$ cat src/rtl/z_result_sequencer_pkg.sv
// Shared types for the Z result sequencer: state encodings and the output-decode table.
package z_result_sequencer_pkg;

  typedef enum logic [2:0] {
    S_IDLE     = 3'd0,
    S_LAUNCH   = 3'd1,
    S_WAIT_ALU = 3'd2,
    S_CAPTURE  = 3'd3,
    S_WB_LOW   = 3'd4,
    S_WB_HIGH  = 3'd5,
    S_DONE     = 3'd6,
    S_FAULT    = 3'd7
  } state_t;

  typedef struct packed {
    logic alu_start;
    logic zin;
    logic zlowout;
    logic zhighout;
    logic rin;
    logic loin;
    logic hiin;
    logic busy;
    logic done;
    logic fault;
  } ctl_t;

  // Moore decode; wide selects LO vs GPR as the destination of the low word
  function automatic ctl_t decode_ctl(input state_t st, input logic wide);
    ctl_t c;
    c      = ctl_t'(10'd0);
    c.busy = (st != S_IDLE);
    case (st)
      S_LAUNCH:  c.alu_start = 1'b1;
      S_CAPTURE: c.zin       = 1'b1;
      S_WB_LOW: begin
        c.zlowout = 1'b1;
        c.loin    = wide;
        c.rin     = !wide;
      end
      S_WB_HIGH: begin
        c.zhighout = 1'b1;
        c.hiin     = 1'b1;
      end
      S_DONE:    c.done  = 1'b1;
      S_FAULT:   c.fault = 1'b1;
      default:   c.done  = 1'b0;
    endcase
    return c;
  endfunction

endpackage

$ cat src/rtl/z_result_sequencer_if.sv
// Op-issue / ALU handshake and Z-path enable bundle between control unit and sequencer.
interface z_result_sequencer_if;
  logic Start;
  logic OpMulti;
  logic OpWide;
  logic Abort;
  logic ALU_Done;
  logic ALU_Start;
  logic Zin;
  logic Zlowout;
  logic Zhighout;
  logic Rin;
  logic LOin;
  logic HIin;
  logic Busy;
  logic Done;
  logic Fault;

  modport master (
    output Start, OpMulti, OpWide, Abort, ALU_Done,
    input  ALU_Start, Zin, Zlowout, Zhighout, Rin, LOin, HIin, Busy, Done, Fault
  );

  modport slave (
    input  Start, OpMulti, OpWide, Abort, ALU_Done,
    output ALU_Start, Zin, Zlowout, Zhighout, Rin, LOin, HIin, Busy, Done, Fault
  );
endinterface

$ cat src/rtl/z_result_sequencer_cycle_watchdog.sv
// Saturating cycle counter that flags when LIMIT consecutive enabled cycles have elapsed.
module cycle_watchdog #(
  parameter int LIMIT = 64
) (
  input  logic Clock,
  input  logic Clear,
  input  logic Restart,
  input  logic Enable,
  output logic Expired
);

  localparam int CW = $clog2(LIMIT + 1);
  localparam logic [CW-1:0] LAST = CW'(LIMIT - 1);

  logic [CW-1:0] count_r;

  // Count enabled cycles, holding at LAST so the counter never wraps
  always_ff @(posedge Clock) begin
    if (Clear) begin
      count_r <= '0;
    end else if (Restart) begin
      count_r <= '0;
    end else if (Enable && (count_r != LAST)) begin
      count_r <= count_r + CW'(1);
    end else begin
      count_r <= count_r;
    end
  end

  assign Expired = (count_r == LAST);

endmodule

$ cat src/rtl/z_result_sequencer.sv
// Sequences ALU launch, Z capture and the low/high bus writeback for each issued op.
module z_result_sequencer
  import z_result_sequencer_pkg::*;
#(
  parameter int TIMEOUT_CYCLES = 64
) (
  input logic                  Clock,
  input logic                  Clear,
  z_result_sequencer_if.slave  bus
);

  state_t state_r, state_s;
  logic   op_multi_r, op_multi_s;
  logic   op_wide_r, op_wide_s;
  ctl_t   ctl_r;
  logic   expired_s;

  // Counter is held at zero outside WAIT_ALU, so it reads zero on entry
  cycle_watchdog #(.LIMIT(TIMEOUT_CYCLES)) u_watchdog (
    .Clock   (Clock),
    .Clear   (Clear),
    .Restart (state_r != S_WAIT_ALU),
    .Enable  (state_r == S_WAIT_ALU),
    .Expired (expired_s)
  );

  // Next-state and op-latch logic; Abort overrides every transition
  always_comb begin
    state_s    = state_r;
    op_multi_s = op_multi_r;
    op_wide_s  = op_wide_r;
    if (bus.Abort) begin
      state_s    = S_IDLE;
      op_multi_s = 1'b0;
      op_wide_s  = 1'b0;
    end else begin
      case (state_r)
        S_IDLE: begin
          if (bus.Start) begin
            state_s    = S_LAUNCH;
            op_multi_s = bus.OpMulti;
            op_wide_s  = bus.OpWide;
          end else begin
            state_s = S_IDLE;
          end
        end
        S_LAUNCH:   state_s = op_multi_r ? S_WAIT_ALU : S_CAPTURE;
        S_WAIT_ALU: begin
          if (bus.ALU_Done) begin
            state_s = S_CAPTURE;
          end else if (expired_s) begin
            state_s = S_FAULT;
          end else begin
            state_s = S_WAIT_ALU;
          end
        end
        S_CAPTURE:  state_s = S_WB_LOW;
        S_WB_LOW:   state_s = op_wide_r ? S_WB_HIGH : S_DONE;
        S_WB_HIGH:  state_s = S_DONE;
        S_DONE:     state_s = S_IDLE;
        S_FAULT:    state_s = S_FAULT;
        default:    state_s = S_IDLE;
      endcase
    end
  end

  // Outputs are registered from the next-state decode, so they track state_r exactly
  always_ff @(posedge Clock) begin
    if (Clear) begin
      state_r    <= S_IDLE;
      op_multi_r <= 1'b0;
      op_wide_r  <= 1'b0;
      ctl_r      <= ctl_t'(10'd0);
    end else begin
      state_r    <= state_s;
      op_multi_r <= op_multi_s;
      op_wide_r  <= op_wide_s;
      ctl_r      <= decode_ctl(state_s, op_wide_s);
    end
  end

  assign bus.ALU_Start = ctl_r.alu_start;
  assign bus.Zin       = ctl_r.zin;
  assign bus.Zlowout   = ctl_r.zlowout;
  assign bus.Zhighout  = ctl_r.zhighout;
  assign bus.Rin       = ctl_r.rin;
  assign bus.LOin      = ctl_r.loin;
  assign bus.HIin      = ctl_r.hiin;
  assign bus.Busy      = ctl_r.busy;
  assign bus.Done      = ctl_r.done;
  assign bus.Fault     = ctl_r.fault;

endmodule
$ cat src/flat_wrapper.sv
// flat-port wrapper written by rule: the top's interface ports become plain ports
module z_result_sequencer_flat import z_result_sequencer_pkg::*;
#(
  parameter int TIMEOUT_CYCLES = 64
)
  (Clock, Clear, bus_Start, bus_OpMulti, bus_OpWide, bus_Abort, bus_ALU_Done, bus_ALU_Start, bus_Zin, bus_Zlowout, bus_Zhighout, bus_Rin, bus_LOin, bus_HIin, bus_Busy, bus_Done, bus_Fault);
  z_result_sequencer_if bus_i ();
  input logic Clock;
  input logic Clear;
  input wire logic [$bits(bus_i.Start)-1:0] bus_Start;
  input wire logic [$bits(bus_i.OpMulti)-1:0] bus_OpMulti;
  input wire logic [$bits(bus_i.OpWide)-1:0] bus_OpWide;
  input wire logic [$bits(bus_i.Abort)-1:0] bus_Abort;
  input wire logic [$bits(bus_i.ALU_Done)-1:0] bus_ALU_Done;
  output wire logic [$bits(bus_i.ALU_Start)-1:0] bus_ALU_Start;
  output wire logic [$bits(bus_i.Zin)-1:0] bus_Zin;
  output wire logic [$bits(bus_i.Zlowout)-1:0] bus_Zlowout;
  output wire logic [$bits(bus_i.Zhighout)-1:0] bus_Zhighout;
  output wire logic [$bits(bus_i.Rin)-1:0] bus_Rin;
  output wire logic [$bits(bus_i.LOin)-1:0] bus_LOin;
  output wire logic [$bits(bus_i.HIin)-1:0] bus_HIin;
  output wire logic [$bits(bus_i.Busy)-1:0] bus_Busy;
  output wire logic [$bits(bus_i.Done)-1:0] bus_Done;
  output wire logic [$bits(bus_i.Fault)-1:0] bus_Fault;
  assign bus_i.Start = bus_Start;
  assign bus_i.OpMulti = bus_OpMulti;
  assign bus_i.OpWide = bus_OpWide;
  assign bus_i.Abort = bus_Abort;
  assign bus_i.ALU_Done = bus_ALU_Done;
  assign bus_ALU_Start = bus_i.ALU_Start;
  assign bus_Zin = bus_i.Zin;
  assign bus_Zlowout = bus_i.Zlowout;
  assign bus_Zhighout = bus_i.Zhighout;
  assign bus_Rin = bus_i.Rin;
  assign bus_LOin = bus_i.LOin;
  assign bus_HIin = bus_i.HIin;
  assign bus_Busy = bus_i.Busy;
  assign bus_Done = bus_i.Done;
  assign bus_Fault = bus_i.Fault;
  z_result_sequencer #(.TIMEOUT_CYCLES(TIMEOUT_CYCLES)) u_core (.Clock(Clock), .Clear(Clear), .bus(bus_i));
endmodule
$ cat config.mk
export PLATFORM = sky130hd
export DESIGN_NAME = z_result_sequencer_flat
export DESIGN_NICKNAME = d
export VERILOG_FILES = /design/src/rtl/z_result_sequencer_pkg.sv /design/src/rtl/z_result_sequencer_if.sv /design/src/rtl/z_result_sequencer_cycle_watchdog.sv /design/src/rtl/z_result_sequencer.sv /design/src/flat_wrapper.sv
export SDC_FILE = /design/constraint.sdc
export NUM_CORES = 1
export LEC_CHECK = 0
export ABC_CLOCK_PERIOD_IN_PS = 2150
export CORE_MARGIN = 2
export CORE_UTILIZATION = 55
export DETAILED_ROUTE_END_ITERATION = 8
export DONT_BUFFER_PORTS = 1
export GPL_TIMING_DRIVEN = 0
export PLACE_DENSITY = 0.66
export RECOVER_POWER = 25
export SLEW_MARGIN = 15
export SYNTH_ARGS = -nofsm -noshare
export SYNTH_HDL_FRONTEND = slang
export SYNTH_SLANG_ARGS = --single-unit
$ cat constraint.sdc
create_clock -name Clock -period 2.15 [get_ports Clock]
set_input_delay 0.1075 -clock Clock [delete_from_list [all_inputs] [get_ports Clock]]
set_output_delay 0.1075 -clock Clock [all_outputs]
set_load 0.02 [all_outputs]
==> metrics.csv <==
stage,metric,value,unit
final_layout,antenna_cells,0,
place,io_buffers,0,
cts,h-tree-depth,1,
worst_setup_path,critPathCapture,u_core.bus.ALU_Start$_SDFF_PP0_,
worst_setup_path,cp-startpoint,u_core.u_watchdog.count_r[0]$_SDFFE_PP0P_,
sta,max_freq,558,MHz
global_routing,use_met1,20.8,%
place,hpwl,1.10,mm
yosys,synth_ff_type,dfxtp_1,
sta,relSlewSlack,71.5,%
final_layout,stdcell_area,1030,um2
worst_setup_path,reg2reg_slack,0.36,ns
worst_setup_path,cp_max_fo,8,
floorplanning,die_h,45.6,um
routing,drtAntennaViolNets,0,
yosys,synth_top_area_share,44.3,%
cts,numCtsBuffers,3,
final_layout,layout.nets,110,
sta,period_minus_slack,1.79,ns
place,pre_cts_ws,0.365,ns
yosys,synth_edf_count,0,
routing,post_drt_wl_per_cell,13.2,um
floorplanning,core,1670,um2
sta,maxSlewViolCount,0,
routing,drt_iter0_markers,5,
worst_setup_path,cp_data_arrival_time,2.02,ns
worst_setup_path,cp.required,2.38,ns
final_layout,drive_gt1_share,19.8,%
sta,finalSetupTns,0,ns
yosys,synth-async-reset-ratio,0,%
yosys,yosys_warnings,0,
routing,route.detailed.drc,0,
place,dpl_cell_area,971,um2
final_layout,largest_reg_flops,7,
sta,worst_slew_pin_slew,0.428,ns
yosys,yosysMostFrequentCell,dfxtp_1,
global_routing,grt_usage,16.6,%
final_layout,n_fill_cell,155,
pwr,p_leak,0.388,nW
yosys,synth_common_cells,"21 x dfxtp_1, 10 x nor2_1, 4 x nor3_1",
yosys,synth_nets,102,
routing,dr_total_vias,641,
final_layout,area_growth,8.30,%
pwr,power_density,627,nW/um2
routing,first_pass_iters,4,
cts,clkTransAtPathRegs,0.12,ns
cts,cts_tree,built,
worst_setup_path,start_kind,flop,
yosys,yosysSeqAreaShare,44.3,%
yosys,synthDistinctLibCells,42,
floorplanning,start_util,56.9,%
global_routing,gr-max-usage-layer,met2,
yosys,synth_largest_area_cell,dfxtp_1,
global_routing,grt_start_max_net_pins,13,
yosys,netlist_instances,94,
floorplanning,die_area,2080,um2
sta,fin_crit_sh,83.4,%
cts,cts-resized-gates,0,
place,routabilityCongestion,0.763,
sta,hold_slack,0.0370,ns
worst_setup_path,r2r-end,u_core.bus.ALU_Start$_SDFF_PP0_,
status,status,finished clean,
floorplanning,num_io_pins,17,
final_layout,largestRegisters,"u_core.u_watchdog.count_r (7), u_core.state_r (3)",
yosys,syn_area_per_cell,10.1,um2
cts,cts_buffer_depth,2,
global_routing,grtUsageMet2,24.8,%
sta,hold_violations,0,
hold_path,hold_path_class,input port to flop,
worst_setup_path,crit_path_end_kind,flop,
cts,cts_root_buf,clkbuf_4,
sta,worst_clock_skew,0.00747,ns
pwr,ir_drop,0.422,mV
yosys,netlist_top_cells_area,"dfxtp_1 44%, nor2_1 4.0%, mux2i_1 3.2%",
yosys,synth_seq_cells,21,
worst_setup_path,timing_worst_setup_path_type,flop to flop,
global_routing,overflow,0,
global_routing,antenna_found_initial,0,
job,max-cap-violations,0,
global_routing,grt_pass1_vias,575,
sta,fin_ws,0.358,ns
worst_setup_path,r2r_cells,7,
cts,insertion_delay,0.30,ns
cts,clock_sinks,21,
global_routing,grtUsageMet3,4.37,%
routing,viasPerCell,5.43,
final_layout,largest_register,u_core.u_watchdog.count_r,
floorplanning,rows,15,
pwr,total_power,0.645,mW
sta,grt_setup_unrepaired,no,
floorplanning,dieWidth,45.6,um
global_routing,grt_pass1_wl,2.43,mm
sta,setup_viol,0,
routing,wl,1.56,mm
yosys,syn_area,950,um2
worst_setup_path,r2r-start,u_core.u_watchdog.count_r[0]$_SDFFE_PP0P_,
==> critical path: stages (launching register included) <==
cell and delay, ns:
dfxtp_1 0.35, ha_1 0.23, and3_1 0.19, buf_6 0.13, a311oi_4 0.30, or3_1 0.15
buf_2 0.17, nor4b_2 0.19
==> routing by layer <==
layer	share of wire, %	up-vias
met3	4.1	4
li1	-	343
met5	0	-
met4	2.3	0
met1	49	284
met2	45	10
==> how the worst min path moves through the flow <==
stage,from,cells past startpoint,slack [ns],endpoint
4_1_cts,bus_OpWide,2,0.02,u_core.op_wide_r$_SDFF_PP0_
6_report,bus_OpWide,2,0.04,u_core.op_wide_r$_SDFF_PP0_
2_1_floorplan,Clear,1,0.18,u_core.state_r[2]$_SDFF_PP0_
3_3_place_gp,Clear,1,0.18,u_core.state_r[2]$_SDFF_PP0_
3_5_place_dp,Clear,1,0.18,u_core.state_r[2]$_SDFF_PP0_
5_1_grt,bus_OpWide,2,0.09,u_core.op_wide_r$_SDFF_PP0_
==> layout by cell type (no fill, tap or decap), types with 2 or more instances in the layout <==
cell type       n
nor3_1          4
nor3b_1         2
buf_6           2
nand3b_1        2
and2_1          2
xnor2_1         3
nor2_1         10
clkbuf_1        2
mux2i_1         3
nand3_1         2
dlygate4sd3_1   3
buf_2           3
a211oi_1        2
inv_1           3
a21oi_1         3
clkbuf_4        3
nand2_1         3
dfxtp_1        21
nor4b_2         2
==> report_power, final <==
| group | internal [mW] | switching [mW] |
|---|---|---|
| logic | 0.0271 | 0.0294 |
| registers | 0.396 | 0.00679 |
| clock network | 0.0694 | 0.116 |
==> logic make-up (layout without fill, tap and decap cells) <==
| group | Yosys count | after routing | share of synthesized area (%) |
|---|---|---|---|
| AND/OR/NAND/NOR | 39 | 39 | 27.4 |
| flip-flops | 21 | 21 | 44.3 |
| AO/OA/AOI/OAI | 15 | 15 | 13.2 |
| buffers and inverters | 11 | 18 | 6.72 |
| multiplexers | 4 | 4 | 4.35 |
| XOR/XNOR | 3 | 3 | 2.77 |
| adder cells (fa/ha/maj) | 1 | 1 | 1.32 |
==> through the flow <==
stage,cells,util [%]
2_1_floorplan,94,-
3_3_place_gp,111,58.1
3_5_place_dp,111,58.1
4_1_cts,118,61.6
5_1_grt,118,61.6
6_report,118,61.6
==> what timing repair did <==
action                    4_1_cts  5_1_grt
hold buffers                    3        0
setup buffers                   0        0
hold endpoints to repair        6        0
==> cell type report <==
| cell class | instances | area, um2 | share of cell area [%] |
|---|---|---|---|
| inverters | 3 | 11.3 | 1.09 |
| clock buffers | 3 | 22.5 | 2.19 |
| clock inverters | 1 | 5.00 | 0.487 |
| plain buffers | 8 | 52.6 | 5.11 |
| well taps | 17 | 21.3 | 2.07 |
| repair buffers | 3 | 30.0 | 2.92 |
| multi-input cells | 62 | 465 | 45.3 |
| flip-flops and latches | 21 | 420 | 40.9 |
No activity file was read; power rests on OpenSTA's default activity.
